`config.mk`:
```
export PLATFORM = sky130hd
export DESIGN_NAME = branch_resolve_pred
export DESIGN_NICKNAME = d
export VERILOG_FILES = /design/src/rtl/branch_resolve_pred.sv
export SDC_FILE = /design/constraint.sdc
export NUM_CORES = 1
export LEC_CHECK = 0
export CELL_PAD_IN_SITES_DETAIL_PLACEMENT = 1
export CELL_PAD_IN_SITES_GLOBAL_PLACEMENT = 1
export CORE_UTILIZATION = 44
export CTS_CLUSTER_SIZE = 30
export DETAILED_ROUTE_END_ITERATION = 12
export DONT_BUFFER_PORTS = 1
export PLACE_DENSITY_LB_ADDON = 0.15
export SYNTH_ARGS = -nofsm -noshare
export SYNTH_HDL_FRONTEND = slang
export SYNTH_SLANG_ARGS = --single-unit
```
`constraint.sdc`:
```
create_clock -name clk -period 2.3 [get_ports clk]
set_input_delay 0.46 -clock clk [delete_from_list [all_inputs] [get_ports clk]]
set_output_delay 0.46 -clock clk [all_outputs]
set_load 0.01 [all_outputs]
```
`src/rtl/branch_resolve_pred.sv`:
```
// EX-stage branch resolution with 2-bit BHT training and stats.
// Optional BHT storage enabled by defining BRANCH_PRED_EN.
module branch_resolve_pred #(
  parameter int DATA_W    = 32,
  parameter int PC_W      = 32,
  parameter int BHT_IDX_W = 6,
  parameter int CNT_W     = 16
) (
  input  logic              clk,
  input  logic              rst_n,
  input  logic [PC_W-1:0]   lk_pc,
  output logic              lk_pred,
  input  logic              ex_valid,
  input  logic [2:0]        ex_op,
  input  logic [DATA_W-1:0] ex_rs,
  input  logic [DATA_W-1:0] ex_rt,
  input  logic [PC_W-1:0]   ex_pc,
  input  logic              ex_pred,
  input  logic              ex_stall,
  input  logic              stat_clr,
  output logic              res_valid,
  output logic              res_taken,
  output logic              res_mispredict,
  output logic [PC_W-1:0]   res_pc,
  output logic [CNT_W-1:0]  stat_branches,
  output logic [CNT_W-1:0]  stat_mispred
);

  logic              w_accept;
  logic              w_op_ok;
  logic              w_taken;
  logic              w_pred;
  logic              w_mis;
  logic              w_rs_neg;
  logic              w_rs_zero;
  logic              w_eq;
  logic              w_upd;
  logic              w_unused_lk;

  logic              r_valid;
  logic              r_taken;
  logic              r_mis;
  logic [PC_W-1:0]   r_pc;
  logic [CNT_W-1:0]  r_br;
  logic [CNT_W-1:0]  r_mp;

  assign w_accept  = ex_valid & ~ex_stall;
  assign w_rs_neg  = ex_rs[DATA_W-1];
  assign w_rs_zero = (ex_rs == '0);
  assign w_eq      = (ex_rs == ex_rt);
  assign w_upd     = w_accept & w_op_ok;

  // Evaluate the branch condition; reserved ops never take.
  always_comb begin
    w_taken = 1'b0;
    w_op_ok = 1'b1;
    unique case (ex_op)
      3'b000:  w_taken = w_eq;
      3'b001:  w_taken = ~w_eq;
      3'b010:  w_taken = w_rs_neg | w_rs_zero;
      3'b011:  w_taken = ~w_rs_neg & ~w_rs_zero;
      3'b100:  w_taken = w_rs_neg;
      3'b101:  w_taken = ~w_rs_neg;
      default: w_op_ok = 1'b0;
    endcase
  end

`ifdef BRANCH_PRED_EN
  localparam int NENT = 1 << BHT_IDX_W;

  logic [1:0]           r_bht [NENT];
  logic [BHT_IDX_W-1:0] w_lk_idx;
  logic [BHT_IDX_W-1:0] w_ex_idx;

  assign w_lk_idx = lk_pc[BHT_IDX_W+1:2];
  assign w_ex_idx = ex_pc[BHT_IDX_W+1:2];
  assign lk_pred  = r_bht[w_lk_idx][1];
  assign w_pred   = ex_pred;
  assign w_unused_lk =
    ^{lk_pc[PC_W-1:BHT_IDX_W+2], lk_pc[1:0]};

  // Train the saturating counter of the resolved branch.
  always_ff @(posedge clk or negedge rst_n) begin
    if (!rst_n) begin
      for (int i = 0; i < NENT; i++) begin
        r_bht[i] <= 2'b01;
      end
    end else if (w_upd) begin
      if (w_taken && r_bht[w_ex_idx] != 2'b11) begin
        r_bht[w_ex_idx] <= r_bht[w_ex_idx] + 2'd1;
      end else if (!w_taken && r_bht[w_ex_idx] != 2'b00) begin
        r_bht[w_ex_idx] <= r_bht[w_ex_idx] - 2'd1;
      end
    end
  end
`else
  assign lk_pred     = 1'b0;
  assign w_pred      = 1'b0;
  assign w_unused_lk = ^lk_pc;
`endif

  assign w_mis = w_op_ok ? (w_taken ^ w_pred) : ex_pred;

  // Register the resolution; payload holds when nothing is accepted.
  always_ff @(posedge clk or negedge rst_n) begin
    if (!rst_n) begin
      r_valid <= 1'b0;
      r_taken <= 1'b0;
      r_mis   <= 1'b0;
      r_pc    <= '0;
    end else begin
      r_valid <= w_accept;
      if (w_accept) begin
        r_taken <= w_taken;
        r_mis   <= w_mis;
        r_pc    <= ex_pc;
      end
    end
  end

  // Saturating statistics; clear wins over increment.
  always_ff @(posedge clk or negedge rst_n) begin
    if (!rst_n) begin
      r_br <= '0;
      r_mp <= '0;
    end else if (stat_clr) begin
      r_br <= '0;
      r_mp <= '0;
    end else if (w_upd) begin
      if (r_br != {CNT_W{1'b1}}) begin
        r_br <= r_br + 1'b1;
      end
      if (w_mis && r_mp != {CNT_W{1'b1}}) begin
        r_mp <= r_mp + 1'b1;
      end
    end
  end

  assign res_valid      = r_valid;
  assign res_taken      = r_taken;
  assign res_mispredict = r_mis;
  assign res_pc         = r_pc;
  assign stat_branches  = r_br;
  assign stat_mispred   = r_mp;

endmodule

```
**Yosys cells after proc, flatten, opt, wreduce, memory -nomap -nowiden**

Cells that the tools add are included.

- Memory bits (read-only): 0
- Output and inout port bits: 68
- Memories kept: 0
- Bits in writable memories: 0
- Bits in latches: 0
- Bits in registers: 67
- Word-level logic and storage cells: 42

- Bitwise logic cells: 8
- Muxes and demuxes: 9
- Div/mod/pow operators: 0
- $lt $le $gt $ge: 0
- Reduce and logical (&&, ||, !) cells: 9
- Eq/ne operators: 8
- $add $sub $neg: 2
- Shifts and indexed selects: 0
- Multipliers: 0

Operator list:

| kind | number |
|---|---|
| $mux W16 | 6 |
| $add A16 B1 Y16 const B | 2 |
| $eq A32 B32 Y1 | 1 |
| $logic_not A32 Y1 | 1 |
| $ne A16 B16 Y1 const B | 2 |
| $eq A3 B2 Y1 const B | 2 |
| $eq A3 B3 Y1 const B | 2 |
| $pmux W1 S6 | 1 |
| $reduce_bool A2 Y1 | 3 |
| $reduce_or A6 Y1 | 1 |
| $not A1 Y1 | 4 |
| $reduce_and A2 Y1 | 2 |
| $and A1 B1 Y1 | 3 |
| $eq A3 B1 Y1 const B | 1 |
| $logic_not A3 Y1 | 1 |
| $mux W1 | 2 |
| $logic_and A1 B1 Y1 | 1 |
| $or A1 B1 Y1 | 1 |

**Depth between registers and ports, before layout**

Gate-level depths: netlist of the first run.

- Word-level depth: 9
- Depth in mapped cells: 9

**Worst setup path before layout of the first run**

OpenSTA, ideal clock, no wires.

- Kind: input to register
- Start: input ex_rs[11]
- End: register r_mp[10], in the netlist stat_mispred[10]
- Stages: 8
- Path slack: 0.083 ns
- Setup time: 0.125 ns
- Data required time: 2.175 ns
- Arrival time: 2.092 ns
- Path through: xnor2_1 > nand4_1 > nor4_1 > a211o_2 > o211ai_4 > buf_6 > nor4_1 > mux2_2

- Longest elaborated chain between the ends: 8
- Elaborated cells between the ends (all ways): 11

Ends and longest elaborated chain:

| item | line | source |
|---|---|---|
| from (decl) | 15 | `input logic [DATA_W-1:0] ex_rs,` |
| $logic_not A32 Y1 | 49 | `assign w_rs_zero = (ex_rs == '0);` |
| $not A1 Y1 | 61 | `3'b011: w_taken = ~w_rs_neg & ~w_rs_zero;` |
| $and A1 B1 Y1 | 61 |  |
| $pmux W1 S6 (*) | 57 | `unique case (ex_op)` |
| $mux W1 (*) | 102 | `assign w_mis = w_op_ok ? (w_taken ^ w_pred) : ex_pred;` |
| $logic_and A1 B1 Y1 (*) | 133 | `if (w_mis && r_mp != {CNT_W{1'b1}}) begin` |
| $reduce_bool A2 Y1 (no source line) (*) | - |  |
| $reduce_and A2 Y1 (no source line) (*) | - |  |
| to (signal assigned) | 134 | `r_mp <= r_mp + 1'b1;` |
| to (decl) | 45 | `logic [CNT_W-1:0] r_mp;` |

Mark *: on every way between the ends. The rest lies on a longest branch, timed or not.
A chain may end at the register's enable or synchronous reset.

**Worst setup path in the final report of the first run**

- Start: register r_mp[3], in the netlist stat_mispred[3]
- End: register r_mp[11], in the netlist stat_mispred[11]

- Longest elaborated chain between the ends: 4
- Elaborated cells between the ends (all ways): 8

Ends and longest elaborated chain:

| item | line |
|---|---|
| $add A16 B1 Y16 or $ne A16 B16 Y1 (tied branches) | 134, 133 |
| $mux W16 or $logic_and A1 B1 Y1 (tied branches) | 133 |
| $mux W16 or $reduce_bool A2 Y1 (tied branches) | - |
| $mux W16 or $reduce_and A2 Y1 (tied branches) | - |

Parallel ways exist; a longest one is shown, timed or not. The select of a mux whose other input is x is not followed.

==> flow_summary.json, run 1 <==
{
  "outcome": "complete, no violations",
  "core_um2": 7770,
  "hpwl_um": 7620,
  "cp-start-kind": "flip-flop",
  "switching_power_mw": 0.721,
  "hp-start": "stat_clr",
  "pwr-share-seq_pct": 48.1,
  "setup_viol": 0,
  "hp-class": "in -> reg",
  "seq_area_um2": 1680,
  "multi_input_area_um2": 1770,
  "grt.total_usage_pct": 25.3,
  "post_drt_wl_per_cell_um": 19.1,
  "grt_pass1_vias": 3337,
  "async_flop_share_pct": 100,
  "grt_pass1_wl_um": 16300,
  "hold-worst-slack_ns": 0.162,
  "dp_cells": 511,
  "synth-edff-count": 0,
  "rr_endpoint": "stat_mispred[11]$_DFFE_PN0P_",
  "endpoint_kind": "flip-flop",
  "ff2ff_path_depth": 7,
  "rsz0062_at_grt": "false",
  "cts_buffers": 9,
  "skew_ns": 0.0106,
  "drive_gt1_share_pct": 14.8,
  "ys_types": 43,
  "yosys_warnings": 0,
  "syn_nets": 533,
  "h-tree-depth": 3,
  "period_share_pct": 95.3,
  "synth_cells": 394,
  "hold_viol_final": 0,
  "ys.flop_type": "dfrtp_1",
  "routed_wl_um": 10100,
  "cts_root_buffer": "clkbuf_8",
  "crit_buf_inv": 0,
  "combPwrFrac_pct": 9.3,
  "fin_ws_ns": 0.108,
  "worst_path_largest_cell_delay_ns": 0.43,
  "whs_endpoint": "stat_mispred[15]$_DFFE_PN0P_",
  "maxCapViolCount": 0,
  "grtUsageMet3_pct": 8.46,
  "drc": 0,
  "n_antenna_cell": 0,
  "port_buffers": 0,
  "finish.utilization_pct": 53.1,
  "die_y_um": 91.8,
  "post-cts-setup-buffers": 0,
  "dieArea_um2": 8430,
  "antenna_found_initial": 0,
  "netlist_area_um2": 3550,
  "internal_power_mw": 2.10,
  "seq_area_frac_synth_pct": 47.2,
  "grt_use_met1_pct": 26.3,
  "power.density_nw_per_um2": 684,
  "cts_tree": "built",
  "drt_first_pass_iters": 4,
  "vias": 2974,
  "grt_busiest_layer": "met2",
  "rr_startpoint": "stat_mispred[3]$_DFFE_PN0P_",
  "clock_path_buffers": 2,
  "worstMarginPinSlew_ns": 0.557,
  "crit_required_ns": 2.56,
  "p_clk_share_pct": 42.7,
  "synth_seq_cells": 67,
  "num_rows": 32,
  "antenna_left": 0,
  "path_clk_slew_ns": 0.08,
  "fmax_mhz": 456,
  "start_util_pct": 45.7,
  "clock_latency_ns": 0.35,
  "use_met2_pct": 45.3,
  "clkSinkCount": 67,
  "final_nets": 561,
  "overflow": 0,
  "drv_slew": 0,
  "viasPerCell": 5.62,
  "swShare_pct": 25.6,
  "grt_max_degree": 68,
  "worstPathCellList": "and4_4, nand4_2, nor3_1, and4_2, or3b_4, or4_1, a21oi_1",
  "vdd_ir_drop_max_uv": 345,
  "avgSynthCellArea_um2": 9.01,
  "die_w_um": 91.8,
  "final_cell_mix": "nand2_1 (113), dfrtp_1 (67), xnor2_1 (38), buf_4 (31), nor2_1 (28)",
  "fillerInstances": 910,
  "final_common_cell": "nand2_1",
  "power.leakage_nw": 1.84,
  "pre_cts_ws_ns": -0.214,
  "min_path_cells": 1,
  "r2r_slack_ns": 0.11,
  "path_class": "reg -> reg",
  "path_delay_family": "simple AND/OR/NAND/NOR gates",
  "critPathArrivalTime_ns": 2.45,
  "syn_to_final_growth_pct": 16.2,
  "crit_fanout": 8,
  "layout_min_cycle_time_ns": 2.19,
  "slew_headroom_pct": 62.4,
  "cpMaxStageDelayCell": "or3b_4",
  "drt_iter0_drc": 88,
  "ios": 205,
  "stdcell_count": 529,
  "gp_congestion": 0.972
}
==> cells by family (layout without fill, tap and decap cells) <==
| kind of cell | after synthesis | in the layout | share of synthesized area (%) |
|---|---|---|---|
| buffers and inverters | 23 | 56 | 3.03 |
| AOI/OAI and AO/OA | 30 | 30 | 5.96 |
| DFF | 67 | 67 | 47.2 |
| xor gates and xnor gates | 45 | 45 | 11.1 |
| other | 1 | 1 | 0.106 |
| muxes | 9 | 9 | 2.78 |
| and+or+nand+nor | 217 | 217 | 29.1 |
| adders and majority gates | 2 | 2 | 0.705 |
==> timing repair <==
action / 4_1_cts / 5_1_grt
resized for setup: 0 / 1
hold endpoints to repair: 67 / 0
endpoints found under the setup margin: 0 / 1
hold buffers: 2 / 0
==> power groups by stage <==
stage | logic, mW | clock network [mW] | registers, mW
after floorplan | 0.185 | 0 | 1.36
after CTS | 0.268 | 1.24 | 1.36
after global placement | 0.222 | 0 | 1.38
after detailed placement | 0.235 | 0 | 1.38
after global routing | 0.300 | 1.29 | 1.37
final | 0.261 | 1.20 | 1.36
==> per-stage QoR <==
stage / area, um^2 / TNS (ns) / power [mW]
6_report: 4130 / 0 / 2.82
5_1_grt: 4130 / 0 / 2.95
4_1_cts: 4120 / 0 / 2.86
3_5_place_dp: 3850 / -1.95 / 1.62
3_3_place_gp: 3850 / -1.90 / 1.60
2_1_floorplan: 3550 / 0 / 1.55
==> worst max path at each step <==
stage	start	end	slack, ns	cells after the start
2_1_floorplan	ex_rs[11]	stat_mispred[10]$_DFFE_PN0P_	0.08	8
3_3_place_gp	ex_rs[23]	stat_mispred[11]$_DFFE_PN0P_	-0.20	9
3_5_place_dp	ex_rs[22]	stat_mispred[11]$_DFFE_PN0P_	-0.21	9
4_1_cts	stat_mispred[3]$_DFFE_PN0P_	stat_mispred[11]$_DFFE_PN0P_	0.08	7
5_1_grt	stat_mispred[5]$_DFFE_PN0P_	stat_mispred[11]$_DFFE_PN0P_	0.02	7
6_report	stat_mispred[3]$_DFFE_PN0P_	stat_mispred[11]$_DFFE_PN0P_	0.11	7
==> worst register-to-register path: cells and delay by family, from the launching register on <==
family	cells	cell delay [ns]
DFF	1	0.39
and+or+nand+nor	6	1.55
AOI/OAI and AO/OA	1	0.17
==> area by class of cell <==
type | instances | share of cell area, %
inverter | 6 | 0.546
multi-input combinational | 304 | 42.9
sequential | 67 | 40.6
timing repair buffer | 34 | 7.04
clock inverter | 6 | 2.73
clock buffer | 10 | 3.09
tap | 102 | 3.09
==> cells in the mapped netlist, types with 4 or more instances <==
cell	instances	area (um^2)
a21oi_1	11	55.1
and3_1	4	25.0
and4_1	4	35.0
clkbuf_1	11	41.3
dfrtp_1	67	1680
inv_1	5	18.8
mux2_2	7	78.8
nand2_1	113	424
nand3_1	6	30.0
nand4_1	17	106
nor2_1	28	105
nor2b_1	7	43.8
nor3_1	7	35.0
nor4_1	12	75.1
o21ai_0	4	20.0
o31ai_1	6	45.0
or3_1	4	25.0
or4_1	4	30.0
xnor2_1	38	333
xor2_1	7	61.3
==> flip-flops by register name (all words and copies together), names as in the netlist <==
signal,cells
res_mispredict,1
res_pc,32
stat_mispred,16
res_taken,1
res_valid,1
stat_branches,16
==> layer usage <==
layer,share of wire [%],routed length (um)
met2,52,5270
met1,37,3700
met5,0,0
met4,3.2,325
met3,8.1,821
No activity file was read; power rests on OpenSTA's default activity.
==> run 2: changes to the inputs <==
--- a/config.mk
+++ b/config.mk
@@ -5,9 +5,10 @@
 export SDC_FILE = /design/constraint.sdc
 export NUM_CORES = 1
 export LEC_CHECK = 0
+export ABC_AREA = 1
 export CELL_PAD_IN_SITES_DETAIL_PLACEMENT = 1
 export CELL_PAD_IN_SITES_GLOBAL_PLACEMENT = 1
-export CORE_UTILIZATION = 44
+export CORE_UTILIZATION = 43
 export CTS_CLUSTER_SIZE = 30
 export DETAILED_ROUTE_END_ITERATION = 12
 export DONT_BUFFER_PORTS = 1
==> run 2 against run 1 <==
The flow now finishes with violations (DRC). Combinational power rose by 13%. Die area rose by 14%. Synthesized area rose by 12%. Critical path depth rose by 4. Sequential power barely moved. Worst hold slack improved by 0.055 ns. Routed wire length rose by 2.1%. Count of clock-buffer cells in the layout fell by 1. Sequential share of layout area fell by 2.3 points. Utilization fell by 3.5 points. Register-to-register slack improved by 0.14 ns. Sequential cell count did not move. Highest routed layer unchanged.
==> flow_summary.json, run 2 <==
{
  "pre_cts_ws_ns": 0.231,
  "grt.total_usage_pct": 22.4,
  "port_buffers": 0,
  "start_util_pct": 45.0,
  "synth_cells": 544,
  "ctsHoldBuffers": 2,
  "crit_required_ns": 2.53,
  "synth_top_area_cell": "dfrtp_1",
  "synth_xor_xnor_area_share_pct": 8.62,
  "largest_reg_flops": 32,
  "crit_path_end": "stat_branches[9]$_DFFE_PN0P_",
  "synth.mux.area_fraction_pct": 0,
  "synth-edff-count": 0,
  "setup_tns_ns": 0,
  "dieArea_um2": 9600,
  "wl_met1_um": 4270,
  "overflow": 0,
  "h-tree-depth": 3,
  "drt_first_pass_iters": 8,
  "outcome": "finished, violations left",
  "grt_max_degree": 68,
  "rr_endpoint": "stat_branches[9]$_DFFE_PN0P_",
  "drive_gt1_share_pct": 9.29,
  "post_drt_wl_per_cell_um": 15.5,
  "gp_congestion": 0.775,
  "skew_ns": 0.0127,
  "seq_area_frac_synth_pct": 42.3,
  "antenna_left": 0,
  "drt_iter0_drc": 108,
  "num_rows": 34,
  "pwr-share-seq_pct": 51.0,
  "vdd_ir_drop_max_uv": 397,
  "avgSynthCellArea_um2": 7.28,
  "drv_slew": 0,
  "yosys_warnings": 0,
  "ios": 205,
  "synth_most_common_cell": "nand2_1",
  "swShare_pct": 29.5,
  "dr_wl_met2_um": 5170,
  "cts-resized-gates": 0,
  "core_um2": 8810,
  "async_flop_share_pct": 100,
  "power.density_nw_per_um2": 614,
  "hold_viol_final": 0,
  "fmax_mhz": 486,
  "min_path_cells": 1,
  "synth_top_family_by_area": "simple AND/OR/NAND/NOR gates",
  "yosys.area_share.adder_pct": 0.632,
  "clkSinkCount": 67,
  "rsz0062_at_grt": "false",
  "layout_min_cycle_time_ns": 2.06,
  "die_y_um": 98.0,
  "cts_tree": "built",
  "rr_startpoint": "stat_branches[9]$_DFFE_PN0P_",
  "ff2ff_path_depth": 11,
  "routed_wl_um": 10300,
  "grt_pass1_vias": 3688,
  "synth_compound_area_share_pct": 4.96,
  "switching_power_mw": 0.793,
  "p_clk_share_pct": 38.0,
  "path_clk_slew_ns": 0.08,
  "n_antenna_cell": 0,
  "clock_path_buffers": 2,
  "syn_nets": 683,
  "final_cell_mix": "nand2_1 (193), dfrtp_1 (67), nor2_1 (54), inv_1 (47), nand3_1 (33)",
  "critPathArrivalTime_ns": 2.29,
  "fillerInstances": 1134,
  "critPathLaunch": "stat_branches[9]$_DFFE_PN0P_",
  "synth_top_area_share_pct": 42.3,
  "vias": 3535,
  "grt_pass1_wl_um": 17300,
  "ys_top_cells_by_area": "dfrtp_1 (42%), nand2_1 (18%), xnor2_1 (6.2%)",
  "p_total_mw": 2.69,
  "yosys.area_share.simple_pct": 36.4,
  "r2r_slack_ns": 0.24,
  "period_share_pct": 89.4,
  "drc": 14,
  "hp-class": "in -> reg",
  "power.leakage_nw": 2.20,
  "antenna_found_initial": 0,
  "stdcell_count": 668,
  "setup_viol": 0,
  "final_common_cell": "nand2_1",
  "combPwrFrac_pct": 11.0,
  "dp_cells": 650,
  "netlist_top_cells_count": "nand2_1 (193), dfrtp_1 (67), nor2_1 (54), inv_1 (47), nand3_1 (33)",
  "ys.flop_type": "dfrtp_1",
  "endpoint_kind": "flip-flop",
  "synth_seq_cells": 67,
  "maxCapViolCount": 0,
  "netlist_area_um2": 3960,
  "fin_ws_ns": 0.244,
  "hpwl_um": 7880,
  "die_w_um": 98.0,
  "internal_power_mw": 1.89,
  "path_class": "reg -> reg",
  "top_layer": "met4",
  "dr_wl_met3_um": 832,
  "cts_buffers": 9,
  "ys_types": 35,
  "post-cts-setup-buffers": 0,
  "violations": "DRC",
  "syn_to_final_growth_pct": 10.4,
  "finish.utilization_pct": 49.6,
  "final_nets": 694,
  "cts_root_buffer": "clkbuf_8",
  "crit_fanout": 10,
  "cp-start-kind": "flip-flop",
  "viasPerCell": 5.29,
  "clock_latency_ns": 0.34
}
-- run 2: area by class of cell --
cell class	count	area, um^2	share of cell area [%]
clock buffers	9	124	2.83
clock inverters	7	80.1	1.83
inverters	56	210	4.81
multi-input cells	406	2010	46.0
flip-flops and latches	67	1680	38.4
well taps	108	135	3.09
repair buffers	15	135	3.09
-- run 2: cells by family after synthesis --
kind of cell,Yosys count
adders and majority gates,2
other,1
xor gates and xnor gates,39
DFF,67
buffers and inverters,71
AOI/OAI and AO/OA,32
and+or+nand+nor,332
-- run 2: critical path, stage by stage, from the launching register on --
cell,delay (ns)
dfrtp_1,0.46
clkinv_1,0.18
nor3_4,0.33
nand3_2,0.14
o21ai_4,0.24
nand2_4,0.15
nand2_2,0.14
nor2_2,0.07
nand2_2,0.07
nor2_1,0.04
nor2_1,0.09
nor2_1,0.05
-- run 2: layer usage --
layer / GRT usage, % / up-vias
met3: 6.73 / 4
li1: - / 1732
met5: 0 / -
met2: 38.9 / 127
met1: 27.2 / 1672
met4: 5.59 / 0
-- run 2: through the flow --
step	hold WS [ns]	cell area (um^2)
3_5_place_dp	0.166	4130
6_report	0.217	4370
3_3_place_gp	0.166	4130
4_1_cts	0.203	4370
5_1_grt	0.202	4370
2_1_floorplan	0.164	3960
-- run 2: how the worst min path moves through the flow --
stage / startpoint / to
4_1_cts: stat_clr / stat_branches[15]$_DFFE_PN0P_
6_report: stat_clr / stat_branches[15]$_DFFE_PN0P_
3_5_place_dp: rst_n / stat_mispred[2]$_DFFE_PN0P_
5_1_grt: stat_clr / stat_branches[15]$_DFFE_PN0P_
2_1_floorplan: rst_n / res_mispredict$_DFFE_PN0P_
3_3_place_gp: rst_n / stat_mispred[2]$_DFFE_PN0P_
-- run 2: power by group through the flow --
stage,registers [mW],clock network [mW],logic (mW)
5_1_grt,1.38,1.10,0.345
6_report,1.37,1.02,0.295
4_1_cts,1.37,1.05,0.302
3_5_place_dp,1.39,0,0.272
2_1_floorplan,1.37,0,0.217
3_3_place_gp,1.39,0,0.254
